**config.mk**
```make
export PLATFORM = sky130hd
export DESIGN_NAME = mod3_serial_tx
export DESIGN_NICKNAME = d
export VERILOG_FILES = /design/src/rtl/mod3_serial_tx.sv
export SDC_FILE = /design/constraint.sdc
export NUM_CORES = 1
export LEC_CHECK = 0
export BUFFER_PORTS_ARGS = -buffer_cell sky130_fd_sc_hd__buf_4
export CORE_MARGIN = 3
export CORE_UTILIZATION = 44
export DETAILED_ROUTE_END_ITERATION = 12
export GPL_ROUTABILITY_DRIVEN = 0
export PLACE_DENSITY = 0.73
export SYNTH_ARGS = -nofsm -noshare
export SYNTH_HDL_FRONTEND = slang
export SYNTH_SLANG_ARGS = --single-unit
```
**constraint.sdc**
```tcl
create_clock -name clk -period 1.25 [get_ports clk]
set_input_delay 0.25 -clock clk [delete_from_list [all_inputs] [get_ports clk]]
set_output_delay 0.25 -clock clk [all_outputs]
set_load 0.02 [all_outputs]
```
**src/rtl/mod3_serial_tx.sv**
```systemverilog
// mod3_serial_tx: MSB-first serializer; with MOD3_TX_CHECK_EN defined it appends
// a 2-bit check field so each frame is divisible by 3, otherwise frames are WIDTH bits.
module mod3_serial_tx #(
  parameter int WIDTH = 8
) (
  input  logic             clk,
  input  logic             reset_n,
  input  logic             in_valid,
  input  logic [WIDTH-1:0] in_data,
  output logic             in_ready,
  output logic             tx_bit,
  output logic             tx_valid,
  output logic             tx_first,
  output logic             tx_last
);

  localparam int CW = $clog2(WIDTH);

`ifdef MOD3_TX_CHECK_EN
  typedef enum logic [1:0] {IDLE, DATA, CHK1, CHK0} state_e;
`else
  typedef enum logic {IDLE, DATA} state_e;
`endif

  state_e           state_q, state_d;
  logic [WIDTH-1:0] sreg_q, sreg_d;
  logic [CW-1:0]    cnt_q, cnt_d;
  logic             bit_q, bit_d;
  logic             valid_q, valid_d;
  logic             first_q, first_d;
  logic             last_q, last_d;
  logic             accept;

`ifdef MOD3_TX_CHECK_EN
  logic [1:0] res_q, res_d;
  logic [1:0] chk;

  // r' = (2r + b) mod 3
  function automatic logic [1:0] res_step(input logic [1:0] r, input logic b);
    unique case (r)
      2'd0:    res_step = {1'b0, b};
      2'd1:    res_step = b ? 2'd0 : 2'd2;
      default: res_step = b ? 2'd2 : 2'd1;
    endcase
  endfunction

  assign chk = (res_q == 2'd1) ? 2'b10 :
               (res_q == 2'd2) ? 2'b01 : 2'b00;

  assign in_ready = (state_q == IDLE) || (state_q == CHK0);
`else
  assign in_ready = (state_q == IDLE) ||
                    ((state_q == DATA) && (cnt_q == '0));
`endif

  assign accept = in_valid && in_ready;

  // Output regs hold the bit on the wire; cnt_q counts data bits still to come.
  always_comb begin
    state_d = state_q;
    sreg_d  = sreg_q;
    cnt_d   = cnt_q;
    bit_d   = 1'b0;
    valid_d = 1'b0;
    first_d = 1'b0;
    last_d  = 1'b0;
`ifdef MOD3_TX_CHECK_EN
    res_d   = res_q;
`endif
    if (accept) begin
      state_d = DATA;
      sreg_d  = {in_data[WIDTH-2:0], 1'b0};
      cnt_d   = CW'(WIDTH - 1);
      bit_d   = in_data[WIDTH-1];
      valid_d = 1'b1;
      first_d = 1'b1;
`ifdef MOD3_TX_CHECK_EN
      res_d   = {1'b0, in_data[WIDTH-1]};
`endif
    end else begin
      unique case (state_q)
        IDLE: state_d = IDLE;
        DATA: begin
          if (cnt_q != '0) begin
            sreg_d  = {sreg_q[WIDTH-2:0], 1'b0};
            cnt_d   = cnt_q - CW'(1);
            bit_d   = sreg_q[WIDTH-1];
            valid_d = 1'b1;
`ifdef MOD3_TX_CHECK_EN
            res_d   = res_step(res_q, sreg_q[WIDTH-1]);
`else
            last_d  = (cnt_q == CW'(1));
`endif
          end else begin
`ifdef MOD3_TX_CHECK_EN
            state_d = CHK1;
            bit_d   = chk[1];
            valid_d = 1'b1;
`else
            state_d = IDLE;
`endif
          end
        end
`ifdef MOD3_TX_CHECK_EN
        CHK1: begin
          state_d = CHK0;
          bit_d   = chk[0];
          valid_d = 1'b1;
          last_d  = 1'b1;
        end
        CHK0: state_d = IDLE;
`endif
        default: state_d = IDLE;
      endcase
    end
  end

  always_ff @(posedge clk or negedge reset_n) begin
    if (!reset_n) begin
      state_q <= IDLE;
      sreg_q  <= '0;
      cnt_q   <= '0;
      bit_q   <= 1'b0;
      valid_q <= 1'b0;
      first_q <= 1'b0;
      last_q  <= 1'b0;
`ifdef MOD3_TX_CHECK_EN
      res_q   <= '0;
`endif
    end else begin
      state_q <= state_d;
      sreg_q  <= sreg_d;
      cnt_q   <= cnt_d;
      bit_q   <= bit_d;
      valid_q <= valid_d;
      first_q <= first_d;
      last_q  <= last_d;
`ifdef MOD3_TX_CHECK_EN
      res_q   <= res_d;
`endif
    end
  end

  assign tx_bit   = bit_q;
  assign tx_valid = valid_q;
  assign tx_first = first_q;
  assign tx_last  = last_q;

endmodule

```
==> impl_metrics.ini, run 1 <==
[final_layout]
diodes = 0
finished_layout_cell_area_um2 = 977.2
num-fill-cells = 102
num-nets-final = 99
layout-area-overhead-vs-synth_pct = 49.90
final_layout_size_suffix_gt1_frac = 0.5833
final-instance-count-excl-fill = 99

[grt]
grt_use_met2 = 0.3009
met3_usage = 0.03659
antenna_violations_before_repair = 0
gr_overflow_total = 0
grt_first_pass_wirelength_mm = 2.332
most_used_routing_layer_in_global_routing = met2
grt_use_total = 0.1650
number_of_global_route_vias_before_repair = 529
grt_max_degree = 15
grt_use_met1 = 0.1939

[floorplanning]
die_w_um = 44.49
num_rows = 13
floorplan.initialDensity = 0.4829
fp.dieArea_um2 = 1979
floorplan.die.height_um = 44.49
pin_count = 16
design.core.area_um2 = 1350

[sta]
fin_crit_sh = 1.267
final_period_minus_worst_setup_slack_ps = 1584
timing.final.ws_setup_ps = -333.8
slew-limit-headroom = 0.8634
final-max-slew-violation-count = 0
grt_setup_unrepaired = true
setup_tns_ps = -3120
fmax_mhz = 631.4
hold_viol = 0
tightestPinTransition_ps = 202.8
finalSetupViolations = 15
finClkSkew_ps = 5.782

[outcome]
outcome = complete, but fails checks
violated_checks = negative setup slack

[setup_path]
critical_path.most_common_cell = sky130_fd_sc_hd__ha_4
critical_path_class = reg2out
critPathCaptureType = primary output
critical_path_required_ps = 1000
timing.critical_path.slowest_cell_delay_ps = 360
critical-path-slowest-cell = sky130_fd_sc_hd__dfrtp_1
critical_path.startpoint_type = flip-flop
cp_data_arrival_time_ps = 1330
path_cells = inv_2 -> ha_4 -> ha_4 -> nor2b_4 -> inv_8 -> buf_6
crit_path_max_fanout = 2

[yosys]
syn_area_per_cell_um2 = 11.44
yosysWarnings = 0
synth_seq_cells = 14
post_synth_net_total = 71
post_synth_num_cell_types = 18
synth_sequential_area_ratio = 0.5374
netlist_instances = 57
synthesis.area_um2 = 651.9

[detailed_routing]
drt.antenna.violating_nets = 0
route.vias.total = 488
post_drt_via_cell_ratio = 4.929
routed_wire_length_per_instance_um = 13.80
drc = 0
detailedRoute.firstPassIterationCount = 4
initialDrtViolationCount = 1
routed_wirelength_mm = 1.366

[clocking]
worst_setup_hold_path_clk_slew_ps = 90
clk_tree_root_cell = sky130_fd_sc_hd__clkbuf_4
cts_inserted_buffers = 3
clockBufferDepth = 2
cts.sinks = 14
worst_skew_pair.late_latency_ps = 270
clock_tree_from_tritoncts = done
h-tree-depth = 1

[placement]
placed_cells_incl_taps = 90
placement.setup.worst_slack_ps = -151.0
placement.io_buffers = 15
postPlaceCellArea_um2 = 817.0
place_hpwl_um = 917.5

[power_and_ir_drop]
power_density_nw_per_um2 = 2578
irDropWorstVdd_mv = 1.336
leakage_nw = 0.4926

[run]
max_cap_viol_count = 0

[hold_path]
hp-class = in2reg
worst max-delay path, delay by kind of cell (launching register included):
family,cells,cell delay [ps]
adder cells (fa/ha/maj),2,320
buffers and inverters,3,210
flip-flops,1,360
AND/OR/NAND/NOR,1,170
cell usage after synthesis:
| master | count | area (µm²) |
|---|---|---|
| sky130_fd_sc_hd__mux2i_1 | 7 | 70.07 |
| sky130_fd_sc_hd__and2_1 | 1 | 6.260 |
| sky130_fd_sc_hd__nor2b_4 | 1 | 13.76 |
| sky130_fd_sc_hd__o21ai_2 | 3 | 26.28 |
| sky130_fd_sc_hd__inv_2 | 1 | 3.750 |
| sky130_fd_sc_hd__buf_6 | 3 | 33.78 |
| sky130_fd_sc_hd__o21ai_0 | 4 | 20.02 |
| sky130_fd_sc_hd__nand3_1 | 1 | 5.000 |
| sky130_fd_sc_hd__inv_1 | 3 | 11.26 |
| sky130_fd_sc_hd__nor2_1 | 1 | 3.750 |
| sky130_fd_sc_hd__a21oi_1 | 1 | 5.000 |
| sky130_fd_sc_hd__nor3_1 | 1 | 5.000 |
| sky130_fd_sc_hd__nand2b_2 | 1 | 8.760 |
| sky130_fd_sc_hd__o21ai_1 | 3 | 15.01 |
| sky130_fd_sc_hd__ha_1 | 3 | 37.54 |
| sky130_fd_sc_hd__nand2_1 | 8 | 30.03 |
| sky130_fd_sc_hd__and3_1 | 1 | 6.260 |
| sky130_fd_sc_hd__dfrtp_1 | 14 | 350.3 |
per-stage QoR:
stage | power (mW) | util | hold WS, ps
final | 2.520 | 0.7238 | 200.8
after global routing | 2.713 | 0.7238 | 203.8
after global placement | 1.713 | 0.6052 | 107.5
after CTS | 2.412 | 0.6960 | 200.0
after floorplan | 1.415 | - | -45.59
after detailed placement | 1.775 | 0.6052 | 109.3
logic make-up (layout without fill, tap and decap cells):
kind of cell               Yosys count  count (layout)  synth area share
AOI/OAI and AO/OA                   11              11            0.1017
adders and majority gates            3               3           0.05759
buffers and inverters                7              34           0.07485
DFF                                 14              14            0.5374
muxes                                7               7            0.1075
and+or+nand+nor                     15              15            0.1209
layout make-up:
cell class | instances | area (µm²) | share of cell area
flip-flops and latches | 14 | 350.3 | 0.3585
well taps | 15 | 18.77 | 0.01921
multi-input cells | 36 | 321.6 | 0.3291
clock buffers | 4 | 36.28 | 0.03713
repair buffers | 26 | 227.7 | 0.2330
inverters | 4 | 22.52 | 0.02305
power by group:
| part | leakage, nW | switching (mW) | internal (mW) | total (mW) |
|---|---|---|---|---|
| Clock | 0.0210 | 0.143 | 0.177 | 0.320 |
| Sequential | 0.177 | 0.0943 | 0.637 | 0.731 |
| Combinational | 0.294 | 0.693 | 0.776 | 1.47 |
cells in the final DEF (no fill, tap or decap), types with 2 or more instances in the layout:
cell,instances
sky130_fd_sc_hd__mux2i_1,7
sky130_fd_sc_hd__o21ai_1,4
sky130_fd_sc_hd__buf_6,6
sky130_fd_sc_hd__nand2_1,4
sky130_fd_sc_hd__dfrtp_1,14
sky130_fd_sc_hd__o21ai_0,2
sky130_fd_sc_hd__clkbuf_4,3
sky130_fd_sc_hd__o21ai_2,4
sky130_fd_sc_hd__nand2_2,4
sky130_fd_sc_hd__buf_4,18
sky130_fd_sc_hd__inv_2,2
sky130_fd_sc_hd__ha_4,2
worst paths after layout:
check / cells past startpoint / slack [ps] / end / startpoint
max: 6 / -330 / in_ready / cnt_q[1]
min: 3 / 200 / tx_bit / in_data[7]
max reg2reg: 9 / -260 / tx_first / cnt_q[1]
min reg2reg: 2 / 480 / tx_bit / sreg_q[7]
max in group asynchronous: 2 / 710 / cnt_q[0] / reset_n
min in group asynchronous: 2 / 360 / sreg_q[3] / reset_n
metal layers:
metal	up-vias	wire length, µm
met5	-	0
met4	0	0
met3	0	63
met2	12	729
met1	232	573
li1	244	-
registers in the layout, indices dropped and copies added (netlist names):
name and count:
sreg_q 7, state_q 1, tx_bit 1, tx_last 1, tx_first 1, cnt_q 3
repair_timing:
item,CTS,global route
pin swaps,13,2
hold endpoints to repair,14,0
endpoints found under the setup margin,13,15
hold buffers,1,0
buffers inserted,3,2
resized for setup,16,8
No activity file was read; power rests on OpenSTA's default activity.
==> inputs of run 2 (changes only) <==
--- a/config.mk
+++ b/config.mk
@@ -6,11 +6,11 @@
 export NUM_CORES = 1
 export LEC_CHECK = 0
 export BUFFER_PORTS_ARGS = -buffer_cell sky130_fd_sc_hd__buf_4
-export CORE_MARGIN = 3
-export CORE_UTILIZATION = 44
+export CORE_AREA = 3 3 40 42
 export DETAILED_ROUTE_END_ITERATION = 12
+export DIE_AREA = 0 0 43 45
 export GPL_ROUTABILITY_DRIVEN = 0
-export PLACE_DENSITY = 0.73
+export PLACE_DENSITY = 0.77
 export SYNTH_ARGS = -nofsm -noshare
 export SYNTH_HDL_FRONTEND = slang
 export SYNTH_SLANG_ARGS = --single-unit
==> constraint.sdc (replaced) <==
create_clock -name clk -period 1.9 [get_ports clk]
set_input_delay 0.38 -clock clk [delete_from_list [all_inputs] [get_ports clk]]
set_output_delay 0.38 -clock clk [all_outputs]
set_load 0.02 [all_outputs]
==> run 2 against run 1 <==
The flow now finishes without violations. Utilization down 8.5 points. Routed wire length down 22%. Die area down 2.2%. Non-clock buffer count down 9. First-iteration DRC count up 100%. Critical path type unchanged.
==> impl_metrics.ini, run 2 (synthesized netlist as in run 1, its figures left out) <==
[setup_path]
critical_path_class = reg2out
critical_path.startpoint_type = flip-flop
critPathCaptureType = primary output
crit_path_max_fanout = 8
critical_path_required_ps = 1520
cp_data_arrival_time_ps = 1420

[power_and_ir_drop]
irDropWorstVdd_mv = 0.8135
power.switching_fraction = 0.3712
power.internal_mw = 0.7801
comb_power_share = 0.453
leakage_nw = 0.4239
net-switching-power_mw = 0.4605
seq_power_share = 0.380
fin_total_pwr_mw = 1.241
power_density_nw_per_um2 = 1512
power.share.clock = 0.167

[hold_path]
hp-class = in2reg

[final_layout]
biggest_register = sreg_q
finished_layout_cell_area_um2 = 820.8
largest_reg_flops = 7
num-nets-final = 90
final-instance-count-excl-fill = 90
commonest_cells_after_routing_fill_and_taps_aside = 16 x sky130_fd_sc_hd__buf_4, 14 x sky130_fd_sc_hd__dfrtp_1, 8 x sky130_fd_sc_hd__nand2_1, 7 x sky130_fd_sc_hd__mux2i_1, 4 x sky130_fd_sc_hd__o21ai_0
layout-area-overhead-vs-synth_pct = 25.91
layout.core_utilization = 0.6388
diodes = 0
num-fill-cells = 102
final_layout_size_suffix_gt1_frac = 0.3733
largestRegisters = sreg_q (7), cnt_q (3)
mostFrequentLayoutCell = sky130_fd_sc_hd__buf_4

[sta]
timing.final.ws_setup_ps = 95.22
slew-limit-headroom = 0.8834
final-max-slew-violation-count = 0
finClkSkew_ps = 4.568
final.hold.worst_slack_ps = 345.6
finalSetupViolations = 0
fmax_mhz = 554.1
fin_crit_sh = 0.9499
hold_viol = 0
tightestPinTransition_ps = 170.0
setup_tns_ps = 0
grt_setup_unrepaired = false
final_period_minus_worst_setup_slack_ps = 1805

[clocking]
cts_inserted_buffers = 3
cts.sinks = 14
worst_setup_hold_path_clk_slew_ps = 80
clk_tree_root_cell = sky130_fd_sc_hd__clkbuf_4
worst_skew_pair.late_latency_ps = 270
post-cts-setup-buffers = 0
clockBufferDepth = 2
h-tree-depth = 1
clock_tree_from_tritoncts = done

[floorplanning]
pin_count = 16
die_w_um = 43
floorplan.die.height_um = 45
num_rows = 13
floorplan.initialDensity = 0.5073
design.core.area_um2 = 1285
fp.dieArea_um2 = 1935

[outcome]
outcome = complete, no violations

[grt]
grt_use_total = 0.1314
grt_use_met2 = 0.2096
grt_first_pass_wirelength_mm = 1.842
number_of_global_route_vias_before_repair = 425
met3_usage = 0.02390
grt_use_met1 = 0.1624
antenna_violations_before_repair = 0
gr_overflow_total = 0
most_used_routing_layer_in_global_routing = met2
grt_max_degree = 18

[detailed_routing]
initialDrtViolationCount = 2
route.vias.total = 449
detailedRoute.firstPassIterationCount = 5
routed_wire_length_per_instance_um = 11.84
drc = 0
drt.antenna.violating_nets = 0
post_drt_via_cell_ratio = 4.989
routed_wirelength_mm = 1.066

[placement]
placed_cells_incl_taps = 85
placement.setup.worst_slack_ps = 327.6
place_hpwl_um = 793.5
postPlaceCellArea_um2 = 757.0
placement.io_buffers = 15

[run]
max_cap_viol_count = 0
==> run 2: what timing repair did <==
| item | 4_1_cts | 5_1_grt |
|---|---|---|
| hold buffers | 1 | 0 |
| setup endpoints to repair | 0 | 1 |
| endpoints found under the hold margin | 14 | 0 |
| gates resized for setup | 0 | 4 |
==> run 2: layer usage <==
| metal | vias up | share of wire |
|---|---|---|
| met5 | - | 0 |
| met4 | 0 | 0.0084 |
| met3 | 2 | 0.056 |
| met2 | 11 | 0.48 |
| met1 | 206 | 0.45 |
| li1 | 230 | - |
==> run 2: path summary, 6_finish.rpt <==
path / endpoint / start / cells after the start / slack [ps]
worst min-delay path: tx_bit / in_data[7] / 3 / 350
max in group asynchronous: sreg_q[1] / reset_n / 2 / 1250
worst max register to register: cnt_q[0] / cnt_q[0] / 7 / 480
min in group asynchronous: cnt_q[2] / reset_n / 2 / 480
worst max-delay path: in_ready / cnt_q[0] / 6 / 100
worst min register to register: sreg_q[7] / sreg_q[6] / 2 / 480
==> run 2: layout make-up <==
| cell class | count | area [µm²] | area share |
|---|---|---|---|
| flip-flops and latches | 14 | 350.3 | 0.4268 |
| multi-input cells | 36 | 267.8 | 0.3262 |
| inverters | 4 | 17.52 | 0.02134 |
| repair buffers | 17 | 130.1 | 0.1585 |
| well taps | 15 | 18.77 | 0.02287 |
| clock buffers | 4 | 36.28 | 0.04421 |
==> run 2: power by group through the flow <==
stage | logic [mW] | registers (mW) | clock network (mW)
floorplan | 0.364 | 0.508 | 0
global placement | 0.506 | 0.477 | 0
detailed placement | 0.528 | 0.480 | 0
CTS | 0.532 | 0.473 | 0.212
global route | 0.626 | 0.491 | 0.225
finish | 0.562 | 0.472 | 0.207
==> run 2: critical path: stages, from the launching register on <==
cell,delay [ps]
sky130_fd_sc_hd__dfrtp_1,390
sky130_fd_sc_hd__inv_1,60
sky130_fd_sc_hd__ha_2,200
sky130_fd_sc_hd__ha_4,160
sky130_fd_sc_hd__nor2b_4,130
sky130_fd_sc_hd__inv_4,60
sky130_fd_sc_hd__buf_4,150
==> inputs of run 3 (changes only) <==
==> config.mk (replaced) <==
export PLATFORM = sky130hd
export DESIGN_NAME = mod3_serial_tx
export DESIGN_NICKNAME = d
export VERILOG_FILES = /design/src/rtl/mod3_serial_tx.sv
export SDC_FILE = /design/constraint.sdc
export NUM_CORES = 1
export LEC_CHECK = 0
export ABC_CLOCK_PERIOD_IN_PS = 2200
export BUFFER_PORTS_ARGS = -buffer_cell sky130_fd_sc_hd__buf_4
export CORE_MARGIN = 3
export CORE_UTILIZATION = 45
export DETAILED_ROUTE_END_ITERATION = 12
export GPL_ROUTABILITY_DRIVEN = 0
export PLACE_DENSITY = 0.72
export SYNTH_ARGS = -nofsm -noshare
export SYNTH_HDL_FRONTEND = slang
export SYNTH_SLANG_ARGS = --single-unit
==> constraint.sdc (replaced) <==
create_clock -name clk -period 2.2 [get_ports clk]
set_input_delay 0.44 -clock clk [delete_from_list [all_inputs] [get_ports clk]]
set_output_delay 0.44 -clock clk [all_outputs]
set_load 0.02 [all_outputs]
==> run 3 against run 2 <==
Sequential cell count unchanged. Count of clock-buffer cells in the layout is 1 lower. Worst setup slack improved by 200 ps. Critical endpoint unchanged. Global-route usage fell by 0.47 points. Critical path depth unchanged. Largest power group unchanged. Combinational power fell by 22%. Non-clock buffer count is the same.
==> impl_metrics.ini, run 3 (synthesized netlist as in run 1, its figures left out) <==
[floorplanning]
num_rows = 13
fp.dieArea_um2 = 1941
pin_count = 16
design.core.area_um2 = 1334
floorplan.initialDensity = 0.4887
floorplan.die.height_um = 44.06
die_w_um = 44.06

[grt]
gr_overflow_total = 0
grt_use_total = 0.1267
antenna_violations_before_repair = 0
grt_max_degree = 18
number_of_global_route_vias_before_repair = 447
grt_first_pass_wirelength_mm = 1.780

[detailed_routing]
routed_wire_length_per_instance_um = 11.71
drt.antenna.violating_nets = 0
routed_wirelength_mm = 1.042
initialDrtViolationCount = 1
post_drt_via_cell_ratio = 5.067
detailedRoute.firstPassIterationCount = 2
drc = 0
route.vias.total = 451

[setup_path]
critical_path.startpoint_type = flip-flop
crit_path_max_fanout = 8
critical_path_class = reg2out
critical_path_required_ps = 1760
critical_path.most_common_cell = sky130_fd_sc_hd__ha_1
cp_data_arrival_time_ps = 1470
timing.critical_path.slowest_cell_delay_ps = 390
path_cells = inv_1 -> ha_1 -> ha_1 -> nor2b_4 -> inv_2 -> buf_4
critPathCaptureType = primary output
worst_r2r_path_depth = 7
critical-path-slowest-cell = sky130_fd_sc_hd__dfrtp_1

[placement]
placement.io_buffers = 15
postPlaceCellArea_um2 = 757.0
place_hpwl_um = 727.2
placement.setup.worst_slack_ps = 583.0

[sta]
setup_tns_ps = 0
grt_setup_unrepaired = false
finClkSkew_ps = 1.061
hold_viol = 0
tightestPinTransition_ps = 164.7
finalSetupViolations = 0
final-max-slew-violation-count = 0
final_period_minus_worst_setup_slack_ps = 1908
slew-limit-headroom = 0.8871
fmax_mhz = 524.2
final.hold.worst_slack_ps = 408.4
fin_crit_sh = 0.8671
timing.final.ws_setup_ps = 292.3

[final_layout]
final_layout_size_suffix_gt1_frac = 0.3378
biggest_register = sreg_q
commonest_cells_after_routing_fill_and_taps_aside = 16 x sky130_fd_sc_hd__buf_4, 14 x sky130_fd_sc_hd__dfrtp_1, 8 x sky130_fd_sc_hd__nand2_1, 7 x sky130_fd_sc_hd__mux2i_1, 4 x sky130_fd_sc_hd__o21ai_0
layout-area-overhead-vs-synth_pct = 21.11
mostFrequentLayoutCell = sky130_fd_sc_hd__buf_4
largest_reg_flops = 7
diodes = 0
finished_layout_cell_area_um2 = 789.5
num-fill-cells = 125
largestRegisters = sreg_q (7), cnt_q (3)
num-nets-final = 90

[power_and_ir_drop]
power_density_nw_per_um2 = 1247
irDropWorstVdd_mv = 0.6802
leakage_nw = 0.4191

[clocking]
h-tree-depth = 1
worst_skew_pair.late_latency_ps = 270
cts_inserted_buffers = 3
clock_tree_from_tritoncts = done
worst_setup_hold_path_clk_slew_ps = 80
clockBufferDepth = 2
clk_tree_root_cell = sky130_fd_sc_hd__clkbuf_4
cts.sinks = 14
cts_resized = 0

[outcome]
outcome = complete, no violations

[run]
max_cap_viol_count = 0

[hold_path]
hp-class = in2reg
hold_path_depth = 3
## run 3: layout make-up
class / instances / area, µm² / share of cell area
timing repair buffer: 17 / 130.1 / 0.1648
sequential: 14 / 350.3 / 0.4437
clock buffer: 3 / 22.52 / 0.02853
tap: 15 / 18.77 / 0.02377
inverter: 4 / 15.01 / 0.01902
multi-input combinational: 36 / 252.7 / 0.3201
## run 3: routing by layer
layer | GRT usage | routed length [µm] | up-vias
met5 | 0 | 0 | -
met1 | 0.1506 | 477 | 211
met2 | 0.2006 | 469 | 13
met3 | 0.04065 | 77 | 2
met4 | 0.07229 | 18 | 0
li1 | - | - | 225
## run 3: what timing repair did
action / in CTS / in global routing
setup buffers: 0 / 0
hold buffers: 0 / 1
endpoints found under the hold margin: 0 / 14
## run 3: path summary, 6_finish.rpt
check,start,end,slack (ps)
worst max-delay path,cnt_q[0],in_ready,290
worst min-delay path,in_data[7],tx_bit,410
worst max register to register,cnt_q[0],cnt_q[0],760
worst min register to register,sreg_q[7],tx_bit,480
max in group asynchronous,reset_n,cnt_q[0],1490
min in group asynchronous,reset_n,tx_first,550
## run 3: power breakdown
group	total (mW)	switching (mW)	leakage (nW)	internal, mW
sequential	0.408	0.0469	0.177	0.362
clock	0.138	0.0751	0.0138	0.0633
combinational	0.438	0.249	0.228	0.189
total	0.985	0.371	0.419	0.613
## run 3: critical path: cells and delay by family, from the launching register on
family | cells | cell delay (ps)
AND/OR/NAND/NOR | 1 | 120
flip-flops | 1 | 390
buffers and inverters | 3 | 280
adder cells (fa/ha/maj) | 2 | 400
## run 3: through the flow
| stage | instances | power [mW] | util |
|---|---|---|---|
| after floorplan | 57 | 0.7537 | - |
| after global placement | 85 | 0.8479 | 0.5675 |
| after detailed placement | 85 | 0.8565 | 0.5675 |
| after CTS | 88 | 1.003 | 0.5844 |
| after global routing | 89 | 1.083 | 0.5919 |
| final | 89 | 0.9847 | 0.5919 |
